`config.mk`:
```
export PLATFORM = sky130hd
export DESIGN_NAME = control_sequencer_flat
export DESIGN_NICKNAME = d
export VERILOG_FILES = /design/src/rtl/control_sequencer_if.sv /design/src/rtl/control_sequencer.sv /design/src/flat_wrapper.sv
export SDC_FILE = /design/constraint.sdc
export NUM_CORES = 1
export LEC_CHECK = 0
export ABC_AREA = 1
export BUFFER_PORTS_ARGS = -buffer_cell sky130_fd_sc_hd__buf_4
export CORE_ASPECT_RATIO = 0.7
export CORE_MARGIN = 2
export CORE_UTILIZATION = 41
export CTS_CLUSTER_SIZE = 14
export DETAILED_ROUTE_END_ITERATION = 12
export HOLD_SLACK_MARGIN = 0.02
export PLACE_DENSITY = 0.79
export SLEW_MARGIN = 10
export SYNTH_ARGS = -nofsm -noshare
export SYNTH_HDL_FRONTEND = slang
export SYNTH_SLANG_ARGS = --single-unit
```
`constraint.sdc`:
```
create_clock -name Clock -period 1.6 [get_ports Clock]
set_input_delay 0.24 -clock Clock [delete_from_list [all_inputs] [get_ports Clock]]
set_output_delay 0.24 -clock Clock [all_outputs]
set_load 0.005 [all_outputs]
```
`src/rtl/control_sequencer_if.sv`:
```
// Control bundle between the instruction sequencer and the datapath.
// master = sequencer side (drives strobes), slave = datapath/stimulus side.
interface control_sequencer_if #(
    parameter int ALUOP_W = 4
);
    logic               start;
    logic               stop;
    logic [31:0]        IR;

    logic               PCout, Zlowout, Zhighout, MDRout, Cout;
    logic               MARin, PCin, MDRin, IRin, Yin, HIin, LOin, Zin_low, Zin_high;
    logic               IncPC, Read;
    logic               Gra, Grb, Grc, Rin, Rout;
    logic [ALUOP_W-1:0] operation;
    logic               run;
    logic               illegal;

    modport master (
        input  start, stop, IR,
        output PCout, Zlowout, Zhighout, MDRout, Cout,
        output MARin, PCin, MDRin, IRin, Yin, HIin, LOin, Zin_low, Zin_high,
        output IncPC, Read, Gra, Grb, Grc, Rin, Rout,
        output operation, run, illegal
    );

    modport slave (
        output start, stop, IR,
        input  PCout, Zlowout, Zhighout, MDRout, Cout,
        input  MARin, PCin, MDRin, IRin, Yin, HIin, LOin, Zin_low, Zin_high,
        input  IncPC, Read, Gra, Grb, Grc, Rin, Rout,
        input  operation, run, illegal
    );
endinterface

```
`src/rtl/control_sequencer.sv`:
```
// Fetch/decode/execute control-step sequencer: T0-T6 micro-steps, T1 stretched by MEM_WAIT.
// Strobes decode combinationally from the registered step; no backpressure beyond the fixed memory wait.
module control_sequencer #(
    parameter int OPCODE_W = 5,
    parameter int ALUOP_W  = 4,
    parameter int MEM_WAIT = 0
) (
    input logic                 Clock,
    input logic                 clear,
    control_sequencer_if.master bus
);

    typedef enum logic [3:0] {
        S_IDLE, S_T0, S_T1, S_T2, S_T3, S_T4, S_T5, S_T6, S_HALT
    } state_t;

    typedef enum logic [2:0] {
        C_ALU, C_IMM, C_MUL, C_NOP, C_HALT, C_ILL
    } cls_t;

    localparam logic [3:0] LP_WAIT_LAST = 4'(MEM_WAIT);

    state_t                r_state;
    logic [3:0]            r_wait;
    logic [OPCODE_W-1:0]   r_opc;
    logic [OPCODE_W-1:0]   w_opc;
    cls_t                  w_cls;
    cls_t                  w_xcls;
    logic                  w_unused_ir;

    function automatic cls_t f_cls(input logic [OPCODE_W-1:0] opc);
        cls_t c;
        if (opc >= OPCODE_W'(3) && opc <= OPCODE_W'(11))       c = C_ALU;
        else if (opc >= OPCODE_W'(12) && opc <= OPCODE_W'(14)) c = C_IMM;
        else if (opc >= OPCODE_W'(15) && opc <= OPCODE_W'(16)) c = C_MUL;
        else if (opc == OPCODE_W'(26))                         c = C_NOP;
        else if (opc == OPCODE_W'(27))                         c = C_HALT;
        else                                                   c = C_ILL;
        return c;
    endfunction

    assign w_opc       = bus.IR[31 -: OPCODE_W];
    assign w_unused_ir = ^bus.IR[31-OPCODE_W:0];
    // IR is only trusted from T3; the opcode is captured there for the later steps.
    assign w_cls       = f_cls(w_opc);
    assign w_xcls      = f_cls(r_opc);

    always_ff @(posedge Clock or negedge clear) begin
        if (!clear) begin
            r_state <= S_IDLE;
            r_wait  <= '0;
            r_opc   <= '0;
        end else begin
            case (r_state)
                S_IDLE: if (bus.start) r_state <= S_T0;
                S_T0: begin
                    r_state <= S_T1;
                    r_wait  <= '0;
                end
                S_T1: begin
                    if (r_wait == LP_WAIT_LAST) begin
                        r_state <= S_T2;
                        r_wait  <= '0;
                    end else begin
                        r_wait  <= r_wait + 4'd1;
                    end
                end
                S_T2: r_state <= S_T3;
                S_T3: begin
                    r_opc <= w_opc;
                    case (w_cls)
                        C_ALU, C_IMM, C_MUL: r_state <= S_T4;
                        C_HALT:              r_state <= S_HALT;
                        default:             r_state <= bus.stop ? S_IDLE : S_T0;
                    endcase
                end
                S_T4: r_state <= S_T5;
                S_T5: begin
                    if (w_xcls == C_MUL) r_state <= S_T6;
                    else                 r_state <= bus.stop ? S_IDLE : S_T0;
                end
                S_T6:   r_state <= bus.stop ? S_IDLE : S_T0;
                S_HALT: r_state <= S_HALT;
                default: r_state <= S_IDLE;
            endcase
        end
    end

    always_comb begin
        bus.PCout     = 1'b0;
        bus.Zlowout   = 1'b0;
        bus.Zhighout  = 1'b0;
        bus.MDRout    = 1'b0;
        bus.Cout      = 1'b0;
        bus.MARin     = 1'b0;
        bus.PCin      = 1'b0;
        bus.MDRin     = 1'b0;
        bus.IRin      = 1'b0;
        bus.Yin       = 1'b0;
        bus.HIin      = 1'b0;
        bus.LOin      = 1'b0;
        bus.Zin_low   = 1'b0;
        bus.Zin_high  = 1'b0;
        bus.IncPC     = 1'b0;
        bus.Read      = 1'b0;
        bus.Gra       = 1'b0;
        bus.Grb       = 1'b0;
        bus.Grc       = 1'b0;
        bus.Rin       = 1'b0;
        bus.Rout      = 1'b0;
        bus.operation = '0;
        bus.illegal   = 1'b0;
        bus.run       = (r_state != S_IDLE) && (r_state != S_HALT);
        case (r_state)
            S_T0: begin
                bus.PCout   = 1'b1;
                bus.MARin   = 1'b1;
                bus.IncPC   = 1'b1;
                bus.Zin_low = 1'b1;
            end
            S_T1: begin
                bus.Zlowout = 1'b1;
                bus.Read    = 1'b1;
                bus.MDRin   = 1'b1;
                bus.PCin    = (r_wait == LP_WAIT_LAST);
            end
            S_T2: begin
                bus.MDRout = 1'b1;
                bus.IRin   = 1'b1;
            end
            S_T3: begin
                case (w_cls)
                    C_ALU, C_IMM, C_MUL: begin
                        bus.Grb  = 1'b1;
                        bus.Rout = 1'b1;
                        bus.Yin  = 1'b1;
                    end
                    C_ILL:   bus.illegal = 1'b1;
                    default: ;
                endcase
            end
            S_T4: begin
                bus.operation = r_opc[ALUOP_W-1:0];
                bus.Zin_low   = 1'b1;
                case (w_xcls)
                    C_ALU: begin
                        bus.Grc  = 1'b1;
                        bus.Rout = 1'b1;
                    end
                    C_IMM: bus.Cout = 1'b1;
                    C_MUL: begin
                        bus.Grc      = 1'b1;
                        bus.Rout     = 1'b1;
                        bus.Zin_high = 1'b1;
                    end
                    default: ;
                endcase
            end
            S_T5: begin
                bus.Zlowout = 1'b1;
                if (w_xcls == C_MUL) begin
                    bus.LOin = 1'b1;
                end else begin
                    bus.Gra = 1'b1;
                    bus.Rin = 1'b1;
                end
            end
            S_T6: begin
                bus.Zhighout = 1'b1;
                bus.HIin     = 1'b1;
            end
            default: ;
        endcase
    end

endmodule

```
`src/flat_wrapper.sv`:
```
// flat-port wrapper written by rule: the top's interface ports become plain ports
module control_sequencer_flat 
#(
    parameter int OPCODE_W = 5,
    parameter int ALUOP_W  = 4,
    parameter int MEM_WAIT = 0
)
  (Clock, clear, bus_start, bus_stop, bus_IR, bus_PCout, bus_Zlowout, bus_Zhighout, bus_MDRout, bus_Cout, bus_MARin, bus_PCin, bus_MDRin, bus_IRin, bus_Yin, bus_HIin, bus_LOin, bus_Zin_low, bus_Zin_high, bus_IncPC, bus_Read, bus_Gra, bus_Grb, bus_Grc, bus_Rin, bus_Rout, bus_operation, bus_run, bus_illegal);
  control_sequencer_if #(.ALUOP_W(ALUOP_W)) bus_i ();
  input logic Clock;
  input logic clear;
  input wire logic [$bits(bus_i.start)-1:0] bus_start;
  input wire logic [$bits(bus_i.stop)-1:0] bus_stop;
  input wire logic [$bits(bus_i.IR)-1:0] bus_IR;
  output wire logic [$bits(bus_i.PCout)-1:0] bus_PCout;
  output wire logic [$bits(bus_i.Zlowout)-1:0] bus_Zlowout;
  output wire logic [$bits(bus_i.Zhighout)-1:0] bus_Zhighout;
  output wire logic [$bits(bus_i.MDRout)-1:0] bus_MDRout;
  output wire logic [$bits(bus_i.Cout)-1:0] bus_Cout;
  output wire logic [$bits(bus_i.MARin)-1:0] bus_MARin;
  output wire logic [$bits(bus_i.PCin)-1:0] bus_PCin;
  output wire logic [$bits(bus_i.MDRin)-1:0] bus_MDRin;
  output wire logic [$bits(bus_i.IRin)-1:0] bus_IRin;
  output wire logic [$bits(bus_i.Yin)-1:0] bus_Yin;
  output wire logic [$bits(bus_i.HIin)-1:0] bus_HIin;
  output wire logic [$bits(bus_i.LOin)-1:0] bus_LOin;
  output wire logic [$bits(bus_i.Zin_low)-1:0] bus_Zin_low;
  output wire logic [$bits(bus_i.Zin_high)-1:0] bus_Zin_high;
  output wire logic [$bits(bus_i.IncPC)-1:0] bus_IncPC;
  output wire logic [$bits(bus_i.Read)-1:0] bus_Read;
  output wire logic [$bits(bus_i.Gra)-1:0] bus_Gra;
  output wire logic [$bits(bus_i.Grb)-1:0] bus_Grb;
  output wire logic [$bits(bus_i.Grc)-1:0] bus_Grc;
  output wire logic [$bits(bus_i.Rin)-1:0] bus_Rin;
  output wire logic [$bits(bus_i.Rout)-1:0] bus_Rout;
  output wire logic [$bits(bus_i.operation)-1:0] bus_operation;
  output wire logic [$bits(bus_i.run)-1:0] bus_run;
  output wire logic [$bits(bus_i.illegal)-1:0] bus_illegal;
  assign bus_i.start = bus_start;
  assign bus_i.stop = bus_stop;
  assign bus_i.IR = bus_IR;
  assign bus_PCout = bus_i.PCout;
  assign bus_Zlowout = bus_i.Zlowout;
  assign bus_Zhighout = bus_i.Zhighout;
  assign bus_MDRout = bus_i.MDRout;
  assign bus_Cout = bus_i.Cout;
  assign bus_MARin = bus_i.MARin;
  assign bus_PCin = bus_i.PCin;
  assign bus_MDRin = bus_i.MDRin;
  assign bus_IRin = bus_i.IRin;
  assign bus_Yin = bus_i.Yin;
  assign bus_HIin = bus_i.HIin;
  assign bus_LOin = bus_i.LOin;
  assign bus_Zin_low = bus_i.Zin_low;
  assign bus_Zin_high = bus_i.Zin_high;
  assign bus_IncPC = bus_i.IncPC;
  assign bus_Read = bus_i.Read;
  assign bus_Gra = bus_i.Gra;
  assign bus_Grb = bus_i.Grb;
  assign bus_Grc = bus_i.Grc;
  assign bus_Rin = bus_i.Rin;
  assign bus_Rout = bus_i.Rout;
  assign bus_operation = bus_i.operation;
  assign bus_run = bus_i.run;
  assign bus_illegal = bus_i.illegal;
  control_sequencer #(.OPCODE_W(OPCODE_W), .ALUOP_W(ALUOP_W), .MEM_WAIT(MEM_WAIT)) u_core (.Clock(Clock), .clear(clear), .bus(bus_i));
endmodule
```
==> impl_metrics.sql <==
INSERT INTO impl_metrics (metric_group, metric, value, unit) VALUES
('sta', 'setup_viol', '12', ''),
('clock_network', 'ctsHtreeMaxLevel', '1', ''),
('global_route', 'first_global_vias', '918', ''),
('detailed_routing', 'route.vias.total', '1052', ''),
('synth', 'yosys.area_share.xor_xnor', '1.86', '%'),
('detailed_routing', 'detail_route.first_pass.iterations', '4', ''),
('final_layout', 'antenna_cells', '0', ''),
('power', 'pwr_density_cell', '1490', 'mW/mm²'),
('detailed_routing', 'met2WireLength', '1140', 'µm'),
('sta', 'count_of_final_hold_check_violations', '0', ''),
('clock_network', 'clock_tree.root_cell', 'clkbuf_4', ''),
('clock_network', 'tritoncts_clock_tree', 'yes', ''),
('final_layout', 'post-route-util', '66.0', '%'),
('sta', 'worst_slew_pin_slew', '0.300', 'ns'),
('power', 'cellLeakagePower', '0.777', 'nW'),
('floorplanning', 'dieWidth', '61.3', 'µm'),
('run_status', 'failed_checks', 'setup timing', ''),
('synth', 'fraction_of_post_synthesis_cell_area_in_the_top_cell_type_by_area', '34.5', '%'),
('floorplanning', 'initial_utilization', '43.7', '%'),
('clock_network', 'number_of_buffers_on_the_longest_clock_path', '2', ''),
('placed_design', 'globalplace.congestion', '0.854', ''),
('sta', 'rsz_0062_raised_after_global_routing', 'yes', ''),
('detailed_routing', 'met3WireLength', '159', 'µm'),
('synth', 'synth-compound-area-share', '9.56', '%'),
('flow_run', 'drv_cap', '0', ''),
('floorplanning', 'ioPinCount', '63', ''),
('setup_path', 'critPathKind', 'reg2out', ''),
('global_route', 'globalRouteOverflowTotal', '0', ''),
('synth', 'postSynthRegisterBits', '13', ''),
('synth', 'synth_fa_ha_area_share', '2.66', '%'),
('sta', 'finalMaxSlewViolations', '0', ''),
('global_route', 'grt_util_all_layers', '19.0', '%'),
('final_layout', 'share_of_final_layout_standard_cells_stronger_than_drive_strength_1', '46.8', '%'),
('sta', 'setup_slack', '-0.0757', 'ns'),
('synth', 'synth.top_cells.by_area', 'dfrtp_1 (35%), nand2_1 (14%), inv_1 (11%)', ''),
('synth', 'synth.mux.area_fraction', '0', '%'),
('clock_network', 'worstSkewPairLatency', '0.27', 'ns'),
('final_layout', 'most-common-layout-cells', 'buf_4 (46), nand2_1 (28), inv_1 (21)', ''),
('synth', 'combinational_family_with_the_most_area_after_synthesis', 'simple AND/OR/NAND/NOR gates', ''),
('setup_path', 'cp-start-kind', 'register', ''),
('floorplanning', 'num_rows', '14', ''),
('final_layout', 'layout.cells.most_common', 'buf_4', ''),
('placed_design', 'post_dp_hpwl', '1820', 'µm'),
('synth', 'netlist_instances', '144', ''),
('sta', 'finalCriticalPeriod', '1.68', 'ns'),
('global_route', 'wire_length_of_the_first_global_routing_pass', '3860', 'µm'),
('detailed_routing', 'met1_length', '1160', 'µm'),
('sta', 'final_min_period_over_clock_period', '105', '%'),
('detailed_routing', 'iter_0_drt_violations', '47', ''),
('detailed_routing', 'maxUsedRoutingLayer', 'met4', ''),
('final_layout', 'area_growth_syn_to_layout', '50.9', '%'),
('placed_design', 'place_ws', '0.0798', 'ns'),
('floorplanning', 'core', '0.00215', 'mm²'),
('setup_path', 'worstPathRequired', '1.36', 'ns'),
('power', 'vdd_ir_drop_max', '0.579', 'mV'),
('synth', 'synth_area', '942', 'µm²'),
('final_layout', 'filler_cell_count', '183', ''),
('detailed_routing', 'drt-total-wl', '2490', 'µm'),
('clock_network', 'cts.reportedPaths.clkPinSlew', '0.08', 'ns'),
('sta', 'fin_worst_skew', '0.00391', 'ns'),
('floorplanning', 'floorplan.die_area', '0.00270', 'mm²'),
('sta', 'max_clock_freq', '597', 'MHz'),
('detailed_routing', 'drc', '0', ''),
('detailed_routing', 'ant_nets', '0', ''),
('clock_network', 'clock-sinks', '13', ''),
('clock_network', 'cts-buffers-inserted', '3', ''),
('setup_path', 'timing.critical_path.fanout_max', '6', ''),
('global_route', 'number_of_antenna_violations_at_the_first_check_in_global_routing', '0', ''),
('synth', 'mappedNetlistNets', '182', ''),
('final_layout', 'fin_nets', '229', ''),
('run_status', 'result_of_the_run', 'finished with violations', '');
## final timing paths
path	from	to	slack [ns]	cells after the start
max in group asynchronous	clear	u_core.r_opc[2]$_DFFE_PN0P_	1.08	2
min	bus_IR[27]	u_core.r_opc[0]$_DFFE_PN0P_	0.22	3
min reg2reg	u_core.r_opc[1]$_DFFE_PN0P_	u_core.r_opc[1]$_DFFE_PN0P_	0.56	2
min in group asynchronous	clear	u_core.r_state[2]$_DFFE_PN0P_	0.34	2
max	u_core.r_state[1]$_DFFE_PN0P_	bus_Cout	-0.08	7
max reg2reg	u_core.r_state[3]$_DFFE_PN0P_	u_core.r_state[0]$_DFFE_PN0P_	0.27	6
## logic make-up after synthesis
| family | Yosys count |
|---|---|
| compound gates | 17 |
| xor+xnor | 2 |
| fa+ha+maj | 2 |
| buf+inv | 37 |
| flops | 13 |
| simple gates | 73 |
## cell type report
type                    count  area [µm²]  share of cell area (%)
repair buffers             49         378                    26.6
flip-flops and latches     13         330                    23.2
well taps                  32        40.0                    2.82
inverters                  30         120                    8.45
multi-input cells          94         527                    37.1
clock buffers               4        26.3                    1.85
## state kept, by name (all words and copies together), names as in the netlist
register and cells:
u_core.r_opc 5, u_core.r_state 4, u_core.r_wait 4
## worst max-delay path, stage by stage, from the launching register on
cell and delay, ns:
dfrtp_2 0.45, nor2_4 0.13, inv_2 0.06, nor2_4 0.13, inv_4 0.06, nor2_4 0.08, and3_1 0.14, buf_4 0.10
## power by group
| group | total (W) | internal [W] | switching (W) |
|---|---|---|---|
| sequential | 0.000564 | 0.000437 | 0.000128 |
| combinational | 0.00135 | 0.000636 | 0.000713 |
| clock | 0.000201 | 0.0000965 | 0.000104 |
## per-layer routing
| metal | track usage (%) | vias up |
|---|---|---|
| li1 | - | 531 |
| met1 | 26.1 | 474 |
| met2 | 31.1 | 43 |
| met3 | 2.05 | 4 |
| met4 | 6.52 | 0 |
| met5 | 0 | - |
## synthesized netlist by cell type
cell	instances
nand2_1	34
inv_1	27
nor2_1	20
dfrtp_1	13
o21ai_0	11
nand3_1	8
buf_4	7
a21oi_1	3
nor2_2	3
ha_1	2
inv_2	2
nor3_1	2
o22ai_1	2
a21boi_0	1
and3_1	1
clkinv_2	1
nand2_2	1
nand3_2	1
nand4_1	1
nor2_4	1
nor4_1	1
xnor2_1	1
xor2_1	1
## metrics by stage
| stage | power, W | cells | hold WS [ns] | area (µm²) | TNS [ns] |
|---|---|---|---|---|---|
| floorplan | 0.00115 | 144 | -0.0556 | 942 | 0 |
| global placement | 0.00150 | 205 | 0.0886 | 1200 | 0 |
| detailed placement | 0.00152 | 205 | 0.0898 | 1200 | 0 |
| CTS | 0.00199 | 221 | 0.219 | 1380 | -0.267 |
| global route | 0.00230 | 222 | 0.238 | 1420 | -2.25 |
| finish | 0.00211 | 222 | 0.217 | 1420 | -0.522 |
## repair_timing
action / CTS / global route
endpoints found under the setup margin: 16 / 22
endpoints found under the hold margin: 13 / 0
gates resized for setup: 21 / 16
pin swaps: 3 / 5
hold buffers: 1 / 0
setup buffers: 11 / 1
No activity file was read; power rests on OpenSTA's default activity.
